[config.mk]
export PLATFORM = sky130hd
export DESIGN_NAME = piso_serializer
export DESIGN_NICKNAME = d
export VERILOG_FILES = /design/src/rtl/piso_serializer.sv
export SDC_FILE = /design/constraint.sdc
export NUM_CORES = 1
export LEC_CHECK = 0
export BUFFER_PORTS_ARGS = -buffer_cell sky130_fd_sc_hd__buf_2
export CAP_MARGIN = 20
export CORE_ASPECT_RATIO = 0.8
export CORE_MARGIN = 2
export CORE_UTILIZATION = 35
export CTS_CLUSTER_SIZE = 40
export DETAILED_ROUTE_END_ITERATION = 12
export SYNTH_ARGS = -nofsm -noshare
export SYNTH_HDL_FRONTEND = slang
export SYNTH_SLANG_ARGS = --single-unit
[constraint.sdc]
create_clock -name clk -period 1.96 [get_ports clk]
set_clock_uncertainty 0.2 [all_clocks]
set_input_delay 0.392 -clock clk [delete_from_list [all_inputs] [get_ports clk]]
set_output_delay 0.392 -clock clk [all_outputs]
set_load 0.02 [all_outputs]
[src/rtl/piso_serializer.sv]
// Parallel-in, serial-out stage: WIDTH-bit words in over valid/ready, one bit per clock out on x_out.
// Optional trailing even-parity bit per frame when PISO_PARITY_EN is defined.
module piso_serializer #(
    parameter int WIDTH = 8
) (
    input  logic             clk,
    input  logic             rst,
    input  logic [WIDTH-1:0] din,
    input  logic             din_valid,
    output logic             din_ready,
    input  logic             lsb_first,
    output logic             x_out,
    output logic             x_valid,
    output logic             busy,
    output logic             frame_done
);

    localparam int CW = $clog2(WIDTH + 1);
`ifdef PISO_PARITY_EN
    localparam logic [CW-1:0] LAST = CW'(WIDTH);
`else
    localparam logic [CW-1:0] LAST = CW'(WIDTH - 1);
`endif

    typedef enum logic {IDLE, SHIFT} state_t;

    state_t           state;
    logic [WIDTH-1:0] shreg;
    logic [CW-1:0]    bit_cnt;
    logic             order_q;
    logic             at_last;
    logic             accept;
    logic             data_bit;

    assign at_last   = (state == SHIFT) && (bit_cnt == LAST);
    assign din_ready = !rst && ((state == IDLE) || at_last);
    assign accept    = din_valid && din_ready;
    assign data_bit  = order_q ? shreg[0] : shreg[WIDTH-1];

`ifdef PISO_PARITY_EN
    logic parity_q;

    // The parity bit follows the data bits in the slot after the last data bit.
    assign x_out = (state == SHIFT) && ((bit_cnt == LAST) ? parity_q : data_bit);
`else
    assign x_out = (state == SHIFT) && data_bit;
`endif

    assign x_valid    = (state == SHIFT);
    assign busy       = (state == SHIFT);
    assign frame_done = at_last;

    // An accept in the last bit slot reloads the word so the stream continues without a gap.
    always_ff @(posedge clk) begin
        if (rst) begin
            state   <= IDLE;
            shreg   <= '0;
            bit_cnt <= '0;
            order_q <= 1'b0;
`ifdef PISO_PARITY_EN
            parity_q <= 1'b0;
`endif
        end else if (accept) begin
            state   <= SHIFT;
            shreg   <= din;
            bit_cnt <= '0;
            order_q <= lsb_first;
`ifdef PISO_PARITY_EN
            parity_q <= ^din;
`endif
        end else if (state == SHIFT) begin
            if (bit_cnt == LAST) begin
                state   <= IDLE;
                bit_cnt <= '0;
            end else begin
                bit_cnt <= bit_cnt + 1'b1;
                shreg   <= order_q ? {1'b0, shreg[WIDTH-1:1]} : {shreg[WIDTH-2:0], 1'b0};
            end
        end
    end

endmodule

==> run summary, run 1 <==
The remaining number of nets flagged by the antenna check after routing is 0, and the number of flip-flops and latches in the synthesized netlist is 14. Along the worst hold path, the cell count comes to 3. The worst register-to-register path ends at order_q. By area, the combinational part of the netlist is dominated by compound AO/OA/AOI/OAI gates. Synthesis handed over a netlist of 84 instances. The later pin in the worst-skew pair is clocked with a latency of 280 ps. The total die area was 0.002572 mm^2; the number of endpoints with negative hold slack in the final report was 0. The maximum ir drop on the vdd rail is 0.4221 mV, and the length in cells of the worst reg-to-reg path is 6. Input and output buffers added on the ports amount to 16.

Source of the worst hold timing path: lsb_first. The kind of end point of the critical path is a primary output. Prior to clock tree synthesis, the placed netlist has a worst setup slack of 245.2 ps.

For this run, asynchronously set or reset flops after synthesis account for 0%. The synthesized design contains 0 enable-type register cells. The clock slew seen by the registers of the worst setup and hold paths works out to 90 ps. The routed length per instance works out to 13.76 um.

The sequential cells in the finished layout cover a total of 284.0 um^2. The startpoint of the worst register-to-register path was bit_cnt[0]. The tools report the cell area after placement as 868.3 um^2. The power density relative to cell area works out to 678.4 mW/mm^2.

No sink is reached through more buffers than the 2 on the longest clock path. The final-layout fill cell count was 230. The synthesized netlist devotes 1.148% of its cell area to XOR and XNOR gates. TritonCTS built the clock tree. For this run, the register share of the synthesized area comes to 36.72%.

Summing all multi-input logic gate instances after layout gives 445.4 um^2. Post-synthesis compound-gate area fraction: 22.62%. The summed area of non-filler cells in the final layout was 960.9 um^2.

Number of max-cap violations: 0. The largest area contributor in the synthesized netlist was dfxtp_1. The most used flip-flop cell after synthesis is dfxtp_1. Setup repair after global routing could not meet its margin everywhere.

The estimated wirelength of the detail-placed design is 1.214 mm. The first global-routing pass estimated 2.773 mm of wire. In this run the mean area of a mapped cell was 9.086 um^2. The endpoint of the worst hold path is order_q.

The setup path with the least slack is of type flip-flop to primary output. In this run the tightest slew margin relative to its limit is 77.99%. From synthesis to final layout, the design area changed by 25.90%. The tools report the H-tree depth as 1. The core region is 0.002102 mm^2. The number of placed I/O pins is 17. After the last flow step, the layout net total stands at 117. The portion of synthesized area spent on multiplexers is 13.11%.

The routed design has 1.761 mm of wire. The cts-stage hold buffer count is 0, and the final worst setup slack is 30.68 ps. The via count of the first global-routing pass is 610, and the TritonCTS buffer count is 3. Counting distinct cell types in the post-synthesis netlist gives 26. Class of the worst hold path: primary input to flip-flop. After synthesis, the cell types taking the most area are dfxtp_1 37%, mux2i_1 13%, a211oi_1 6.9%, a221oi_1 6.9%, nor2b_1 4.9%. The total leakage power came out at 0.3885 nW. Cells with a size suffix above 1 make up 34.95% of the layout. The total overflow left after global routing is 0.

The minimum clock period after layout was 1929 ps; the final cycle utilization of the critical path was 98.43%. The post-detailed-route via-to-cell ratio came out at 5.406. The number of iterations in the first detailed-routing pass was 4; the worst hold margin was 141.4 ps.

The required time at the worst-slack endpoint was 1370 ps. The tools report the violation count after the first detailed-route iteration as 19. The startpoint type of the worst setup path is a flip-flop. The total number of vias came out at 692.

In this run the vertical extent of the chip is 45.77 um. The flow ran to the end, and the final reports show no timing, DRC or antenna violations. Data on the critical path arrives at its endpoint at 1340 ps.

The final max-slew violation count is 0, and the top-area cell type share of the netlist area is 36.72%. The design draws 0.0006519 W. In the routed design, unresolved DRC markers number 0.

The tools report the largest net degree at the start of global routing as 19. The starting density of the core is 36.31%, and the die width is 56.21 um. At the pin with the least slew margin, the transition time is 330.2 ps. The flop-to-flop setup slack is 280 ps. Summing every instance area after synthesis gives 763.2 um^2. Number of failing setup endpoints in the final timing report: 0.

Most common library cell in the layout ignoring fill and taps: buf_2. The synthesized netlist devotes 1.639% of its cell area to adder and majority cells. In the layout the commonest cells are 14 x buf_2, 11 x dfxtp_1, 10 x mux2i_1.

Along the worst path, the maximum fanout reaches 3. Global routing used 14.29% of the available tracks across all layers. For the final estimated routing congestion in global placement, the log shows 0.7410. The root buffer cell chosen for the clock tree is clkbuf_4.

The clock drives 14 sinks. The maximum operating frequency was 518.3 MHz; the row count was 15. The logs give 0 for the initial antenna violation count and 0 for the final antenna diode count. After Yosys synthesis, and, or, nand and nor cells account for 16.56% of the synthesized area.

The tools report the count of yosys warnings during synthesis as 0. The post-synth net total came out at 97.
## metal layers
layer	track usage, %	wire length [um]	vias to the layer above
met5	0	0	-
met4	2.857	0	0
met3	5.966	88	0
met2	21.65	793	19
met1	19.28	879	328
li1	-	-	345
## stage by stage
stage	utilization [%]	setup TNS, ps	cells
finish	45.71	0	128
global route	45.71	-50.79	128
CTS	43.75	0	127
detailed placement	41.31	0	122
global placement	41.31	0	122
floorplan	-	0	84
## how the worst max path moves through the flow
stage,slack [ps],start,end
floorplan,120,bit_cnt[0],din_ready
global placement,270,bit_cnt[0],din_ready
detailed placement,250,bit_cnt[0],din_ready
CTS,0.3,bit_cnt[1],din_ready
global route,-30,bit_cnt[0],din_ready
finish,30,bit_cnt[0],din_ready
## timing repair
action,CTS,global route
endpoints found under the hold margin,0,0
endpoints found under the setup margin,2,2
resized for setup,4,9
setup buffers,1,1
gates cloned,0,0
## worst max-delay path: stages, from the launching register on
cell,delay (ps)
dfxtp_2,370
ha_4,150
nand3b_1,140
and2_4,210
nor2_4,80
buf_6,120
## state kept, by name, summed over array words and instances (netlist names)
name and cells:
bit_cnt 4, busy 1, order_q 1, shreg 8
## area by class of cell
cell class	count	share of cell area [%]
clock buffers	4	3.776
inverters	3	1.172
multi-input cells	58	46.35
flip-flops and latches	14	29.56
well taps	25	3.255
repair buffers	24	15.89
## kinds of logic after synthesis
family / after synthesis
AND/OR/NAND/NOR: 24
multiplexers: 10
flip-flops: 14
adder cells (fa/ha/maj): 1
XOR/XNOR: 1
buffers and inverters: 12
AO/OA/AOI/OAI: 22
## where the power goes
| group | internal [W] | total [W] | switching (W) |
|---|---|---|---|
| combinational | 0.0000574 | 0.000117 | 0.0000598 |
| sequential | 0.000303 | 0.000320 | 0.0000165 |
| clock | 0.000113 | 0.000215 | 0.000102 |
| total | 0.000474 | 0.000652 | 0.000178 |
## cell usage after synthesis (2+ instances only)
cell	n
dfxtp_1	14
nand2_1	3
mux2i_1	10
buf_2	5
nor3b_1	2
nor2b_1	6
a21oi_1	4
nor2_1	7
nand3_1	2
inv_1	3
a221oi_1	6
a211oi_1	7
clkbuf_1	2
No activity file was read; power rests on OpenSTA's default activity.
==> run 2, diff against run 1 <==
==> constraint.sdc (replaced) <==
create_clock -name clk -period 1.96 [get_ports clk]
set_clock_uncertainty 0.2 [all_clocks]
set_input_delay 0.196 -clock clk [delete_from_list [all_inputs] [get_ports clk]]
set_output_delay 0.196 -clock clk [all_outputs]
set_load 0.02 [all_outputs]
==> run 2 against run 1 <==
Against the previous run:
- wire length shrank 6.8%
- setup slack gained 140 ps
- critical endpoint unchanged
- utilization shrank 3.8 points
- highest routed layer unchanged
==> run summary, run 2 (synthesized netlist as in run 1, its figures left out) <==
In this run the tightest slew margin relative to its limit is 77.30%. The number of iterations in the first detailed-routing pass came out at 4. In this run the register-to-register setup slack is 350 ps. Timing would allow up to 557.9 MHz. The power density relative to cell area came out at 666.2 mW/mm^2. The worst setup path is captured at a primary output. The die width came out at 56.21 um. The startpoint type of the worst setup path is a flip-flop. The flow ran to the end, and the final reports show no timing, DRC or antenna violations. The area overhead of the layout relative to synthesis is 15.57%. The slowest stage of the critical path is the dfxtp_1 cell. The logs give 1560 ps for the required time at the worst-slack endpoint and 17 for the number of placed I/O pins.

The start-to-end type of the worst setup path was flip-flop to primary output. Walking the worst path, the cells encountered are ha_1, nand3b_1, and2_4, nor2_1, buf_2. The register with the highest flop count was shreg. In this run the clock root is driven by a clkbuf_4. TritonCTS built the clock tree. Final estimated routing congestion in global placement: 0.7179. The worst hold path terminates at shreg[7]. The top cell types in the final layout, fill and taps aside, are 16 x buf_2, 13 x dfxtp_1, 10 x mux2i_1. The most common library cell in the layout ignoring fill and taps was buf_2.

In this run, placement finished with an instance count of 119. The cell family with the largest share of critical-path delay was simple AND/OR/NAND/NOR gates. For the total die area, the log shows 0.002572 mm^2.

Of all nets on the critical path, the largest fanout is 10. The length in cells of the worst reg-to-reg path works out to 5. For the worst-skew pair, the clock arrives at the later sink with an insertion delay of 270 ps. Setup total negative slack on the finished layout was measured at 0 ps. Setup repair after global routing left no endpoint under its margin.

In the routed design, unresolved DRC markers number 0. The run gives 60.75 ps as the worst hold margin. The filler cells instantiated in the layout total 215.

The tools report the maximum ir drop on the vdd rail as 0.3854 mV. The first global-routing pass estimated 2.697 mm of wire. The share of final-layout standard cells stronger than drive strength 1 was 25.51%.

Prior to clock tree synthesis, the placed netlist has a worst setup slack of 331.5 ps. H-tree depth: 1. The tightest min-delay check is of the primary input to flip-flop type. The source of the worst hold timing path is din[7].

After detailed routing, the number of vias per cell comes to 5.390. For the estimated wirelength of the detail-placed design, the log shows 1.139 mm. In this design, the stage delay of the slowest critical-path cell is 360 ps.

The violation count after the first detailed-route iteration was 19; the final antenna diode count was 0. The number of failing setup endpoints in the final timing report was 0; the routed length per instance was 13.35 um. The floorplan has 15 rows.

Detailed routing inserted a total of 663 vias. STA puts the critical path data arrival time at 1400 ps. The tools report the remaining number of nets flagged by the antenna check after routing as 0. The number of endpoints with negative hold slack in the final report is 0. The tools report the destination of the worst register-to-register timing path as order_q. The net count reported at finish was 113. The logs give 0 for the final max-slew violation count and 14 for the clock sink count. Buffers placed on the I/O ports in this run total 16. The final cycle utilization of the critical path is 91.45%, and the starting density of the core is 36.31%.

Number of max-cap violations: 0. The tools report the startpoint of the worst register-to-register path as bit_cnt[1]. Final worst setup slack: 167.6 ps. The completed layout was analyzed and its total power is 0.0005877 W. Entering global routing, the biggest net connects 19 pins. The tools report the via count of the first global-routing pass as 573.

For this block, the routed nets add up to 1.642 mm of wire. At the pin with the least slew margin, the transition time is 340.5 ps. After clock tree synthesis, the clock-pin slew on the worst setup and hold paths is 80 ps. The region available for standard cell placement spans 0.002102 mm^2.

The largest registers in the layout are shreg: 8 flops, bit_cnt: 4 flops. The TritonCTS buffer count is 3, and the minimum clock period after layout is 1792 ps. Number of cells on the worst hold path: 3. Global routing finished with a remaining overflow of 0. Final cell count without fillers: 123.

The maximum clock path buffer count is 2. The register with the most flip-flops in the layout has 8 of them. Floorplan die height: 45.77 um.

The combined global-route utilization of all metal layers was 13.73%; the number of buffer and inverter stages on the critical path was 1. The tools report the initial antenna violation count as 0. The total leakage power is 0.3597 nW.
## run 2: area by class of cell
cell class | count | area (um^2) | share of cell area (%)
multi-input cells | 58 | 422.9 | 47.94
well taps | 25 | 31.28 | 3.546
repair buffers | 20 | 112.6 | 12.77
flip-flops and latches | 14 | 281.5 | 31.91
inverters | 3 | 11.26 | 1.277
clock buffers | 3 | 22.52 | 2.553
## run 2: power breakdown
| group | switching [W] | total, W | leakage [nW] | internal (W) |
|---|---|---|---|---|
| sequential | 0.0000157 | 0.000319 | 0.116 | 0.000303 |
| clock | 0.0000903 | 0.000161 | 0.0138 | 0.0000711 |
| combinational | 0.0000567 | 0.000108 | 0.230 | 0.0000508 |
## run 2: routing by layer
metal / GRT usage [%] / up-vias / part of all wire [%]
met5: 0 / - / 0
met4: 2.857 / 0 / 0
met1: 18.76 / 306 / 51
li1: - / 339 / -
met3: 5.398 / 0 / 5.8
met2: 20.71 / 18 / 43
## run 2: worst max path at each step
stage / from / end / cells past startpoint
6_report: bit_cnt[1] / din_ready / 5
4_1_cts: bit_cnt[0] / din_ready / 5
2_1_floorplan: bit_cnt[0] / din_ready / 5
3_5_place_dp: bit_cnt[0] / din_ready / 5
5_1_grt: bit_cnt[1] / din_ready / 5
3_3_place_gp: bit_cnt[0] / din_ready / 5
## run 2: tightest hold or removal path: stages
cell and delay, ps:
buf_2 100, mux2i_1 120, o31ai_1 70
## run 2: metrics by stage
stage | utilization, % | cell area (um^2)
after CTS | 41.85 | 879.6
after floorplan | - | 763.2
after global placement | 40.24 | 845.8
final | 41.96 | 882.1
after global routing | 41.96 | 882.1
after detailed placement | 40.24 | 845.8
## run 2: timing repair
action,CTS,global route
hold endpoints to repair,1,0
setup buffers,0,0
setup endpoints to repair,1,1
hold buffers,1,0
resized for setup,1,2
==> run 3, diff against run 2 <==
--- a/config.mk
+++ b/config.mk
@@ -5,6 +5,7 @@
 export SDC_FILE = /design/constraint.sdc
 export NUM_CORES = 1
 export LEC_CHECK = 0
+export ABC_AREA = 1
 export BUFFER_PORTS_ARGS = -buffer_cell sky130_fd_sc_hd__buf_2
 export CAP_MARGIN = 20
 export CORE_ASPECT_RATIO = 0.8
==> run 3 against run 2 <==
Against the previous run:
- setup slack worse by 32 ps
- sequential cell count unchanged
- via count up 21%
- critical endpoint unchanged
- synthesized cell count rose by 44%
==> run summary, run 3 <==
The register with the highest flop count is shreg. The count of cells in the finished layout, fillers not included, comes to 163. Summing every instance area after synthesis gives 819.5 um^2. Number of buffer and inverter stages on the critical path: 2.

The count of input and output buffers is 16, and the total leakage power is 0.4645 nW. Counting flops with a built-in enable in the synthesized netlist gives 0. Setup repair after global routing left no endpoint under its margin. The number of nets in the synthesized netlist is 134. The root cell of the clock tree is clkbuf_4. Entering global routing, the biggest net connects 18 pins. The flip-flop count of the largest register after layout works out to 8.

Synthesis produced a netlist whose cell count is 121. The logs give 0 for the number of endpoints with negative hold slack in the final report and 0 for the remaining number of nets flagged by the antenna check after routing. Total DRC errors in the routed layout: 0. TritonCTS built the clock tree.

The worst path in the final design needs a cycle of 1825 ps, including I/O delays and setup. The sum of negative setup slack came out at 0 ps. For this run, the number of Yosys warnings is 0. The transition time at the pin with the least slew margin was 407.3 ps.

Setup violations remaining at the end of the flow were counted as 0. The critical path is of the flip-flop to primary output type. Counting every sink on the clock net gives 14.

The run gives 280 ps as the later-pin clock latency in the skew report. Along the worst path, the maximum fanout reaches 6. Headroom to the max-slew limit came out at 72.81%.

Broken down by cell family, the worst path's largest delay share belongs to flip-flops. Once the floorplan was initialized, standard cells occupied 37.64% of the core. Of the synthesized area, sequential elements account for 34.20%. The H-tree depth was 1; the area overhead of the layout relative to synthesis was 15.88%.

During I/O placement, the number of pins put on the boundary was 17. The largest registers in the layout are shreg: 8 flops, bit_cnt: 4 flops. Power density relative to cell area: 612.7 mW/mm^2. The top-area cell type share of the netlist area is 34.20%, and the violation count after the first detailed-route iteration is 21.

The net count of the finished layout is 153. The row count was 15; the post-detailed-route via-to-cell ratio was 4.914. Averaged over all synthesized cells, the footprint is 6.773 um^2.

The number of iterations in the first detailed-routing pass is 4. Yosys mapped the design onto 20 distinct sky130hd cell types. The run gives 949.7 um^2 as the summed area of non-filler cells in the final layout.

IR analysis of the VDD net gives a maximum drop of 0.3199 mV. Walking the worst path, the cells encountered are ha_2, nand3_2, nand2_8, inv_2, nor2_4, buf_2. Cells with a size suffix above 1 make up 21.74% of the layout. After detailed placement, the design holds a cell count of 156.

Counting flops and latches in the post-synthesis netlist gives 14. Counting the buffers created by CTS gives 3. The core box area is 0.002177 mm^2, and the share of flip-flops with an asynchronous set or reset is 0%.

Across the run, the number of max-cap violations was 0. Clock-pin slew was measured on the worst setup and hold paths at 80 ps. For the via count of the first global-routing pass, the log shows 652. The library cell used most frequently in the layout, excluding fill and tap cells, is nand2_1.

The tools report the cell area after placement as 883.3 um^2. STA classifies the critical path endpoint as a primary output. Most common cell in the netlist: nand2_1. Sorting the synthesized cells by area gives the leading types as dfxtp_1 34%, nand2_1 17%, nand3_1 7.3%, inv_1 6.9%, nand4_1 4.6%. The longest individual stage delay on the worst path was 360 ps. The routed length per instance works out to 11.30 um. The final cycle utilization of the critical path came out at 93.09%. For this run, the share of the core covered by cells in the final layout is 43.62%. The initial antenna violation count was 0; the final antenna diode count was 0. Class of the worst hold path: primary input to flip-flop.

The logs give 1.314 mm for the estimated wirelength of the detail-placed design and 548.1 MHz for the maximum operating frequency. In this run the register-to-register setup slack is 320 ps. By count the netlist is led by 37 x nand2_1, 15 x inv_1, 14 x dfxtp_1, 12 x nand3_1, 7 x a21oi_1. In the layout the commonest cells are 37 x nand2_1, 16 x buf_2, 15 x inv_1.

Total power for the finished layout comes to 0.0005819 W. The wire length of the first global-routing pass came out at 2.946 mm. The maximum clock path buffer count was 2; the total die area was 0.002747 mm^2. STA classifies the critical path startpoint as a flip-flop. The total detailed-routing wirelength was 1.842 mm; the total number of vias was 801. The tools report the remaining global-route overflow as 0.

At the end of routability-driven placement, the weighted congestion stood at 0.8114. The final max-slew violation count came out at 0. The largest individual stage delay along the critical path comes from the cell dfxtp_1.

At the worst endpoint, the arrival time is 1430 ps. Summed over all instances, the cell type with the most area after synthesis is dfxtp_1. The most used flip-flop cell after synthesis is dfxtp_1. The floorplan step set the die width to 58.10 um. For the required time at the worst-slack endpoint, the log shows 1560 ps. In the global route stage, overall resource usage came out at 14.38%.

The floorplan die height is 47.28 um. The flow ran to the end, and the final reports show no timing, DRC or antenna violations.
run 3: what timing repair did:
action	CTS	global route
buffers inserted	0	3
hold endpoints to repair	1	0
resized for setup	0	2
hold buffers	1	0
setup endpoints to repair	0	1
run 3: metrics by stage:
stage,setup slack (ps),hold WS (ps)
after floorplan,483.5,139.2
after global placement,366.8,270.2
after detailed placement,344.0,271.6
after CTS,27.91,9.214
after global routing,36.62,34.19
final,135.4,18.92
run 3: worst paths after layout:
check	startpoint	to	cells past startpoint
worst max-delay path	bit_cnt[1]	din_ready	6
worst max register to register	bit_cnt[1]	bit_cnt[3]	7
worst min register to register	shreg[0]	shreg[0]	2
worst min-delay path	din[7]	shreg[7]	5
run 3: cell families (layout without fill, tap and decap cells):
kind of cell / Yosys count / after routing / share of synthesized area, %
DFF: 14 / 14 / 34.20
AOI/OAI and AO/OA: 18 / 18 / 12.98
buffers and inverters: 23 / 40 / 13.59
adders and majority gates: 1 / 1 / 1.526
and+or+nand+nor: 65 / 65 / 37.71
run 3: report_power, final:
| group | internal, W | switching (W) | total, W | leakage [nW] |
|---|---|---|---|---|
| Sequential | 0.000298 | 0.0000166 | 0.000315 | 0.114 |
| Clock | 0.0000712 | 0.0000885 | 0.000160 | 0.0138 |
| Combinational | 0.0000428 | 0.0000644 | 0.000107 | 0.336 |
run 3: metal layers:
| metal | GRT usage [%] | part of all wire (%) | up-vias |
|---|---|---|---|
| li1 | - | - | 437 |
| met1 | 19.54 | 52 | 339 |
| met5 | 0 | 0 | - |
| met2 | 22.27 | 41 | 23 |
| met3 | 5.234 | 6.6 | 2 |
| met4 | 2.791 | 0.54 | 0 |
run 3: cell type report:
type	count	area, um^2
Inverter	17	63.81
Clock buffer	3	22.52
Timing Repair Buffer	20	112.6
Tap cell	25	31.28
Fill cell	220	1227
Multi-Input combinational cell	84	439.2
Sequential cell	14	280.3
run 3: tightest hold or removal path: stages:
cell,delay [ps]
buf_2,80
o31ai_1,60
nand2_1,60
nand2_1,40
inv_1,40
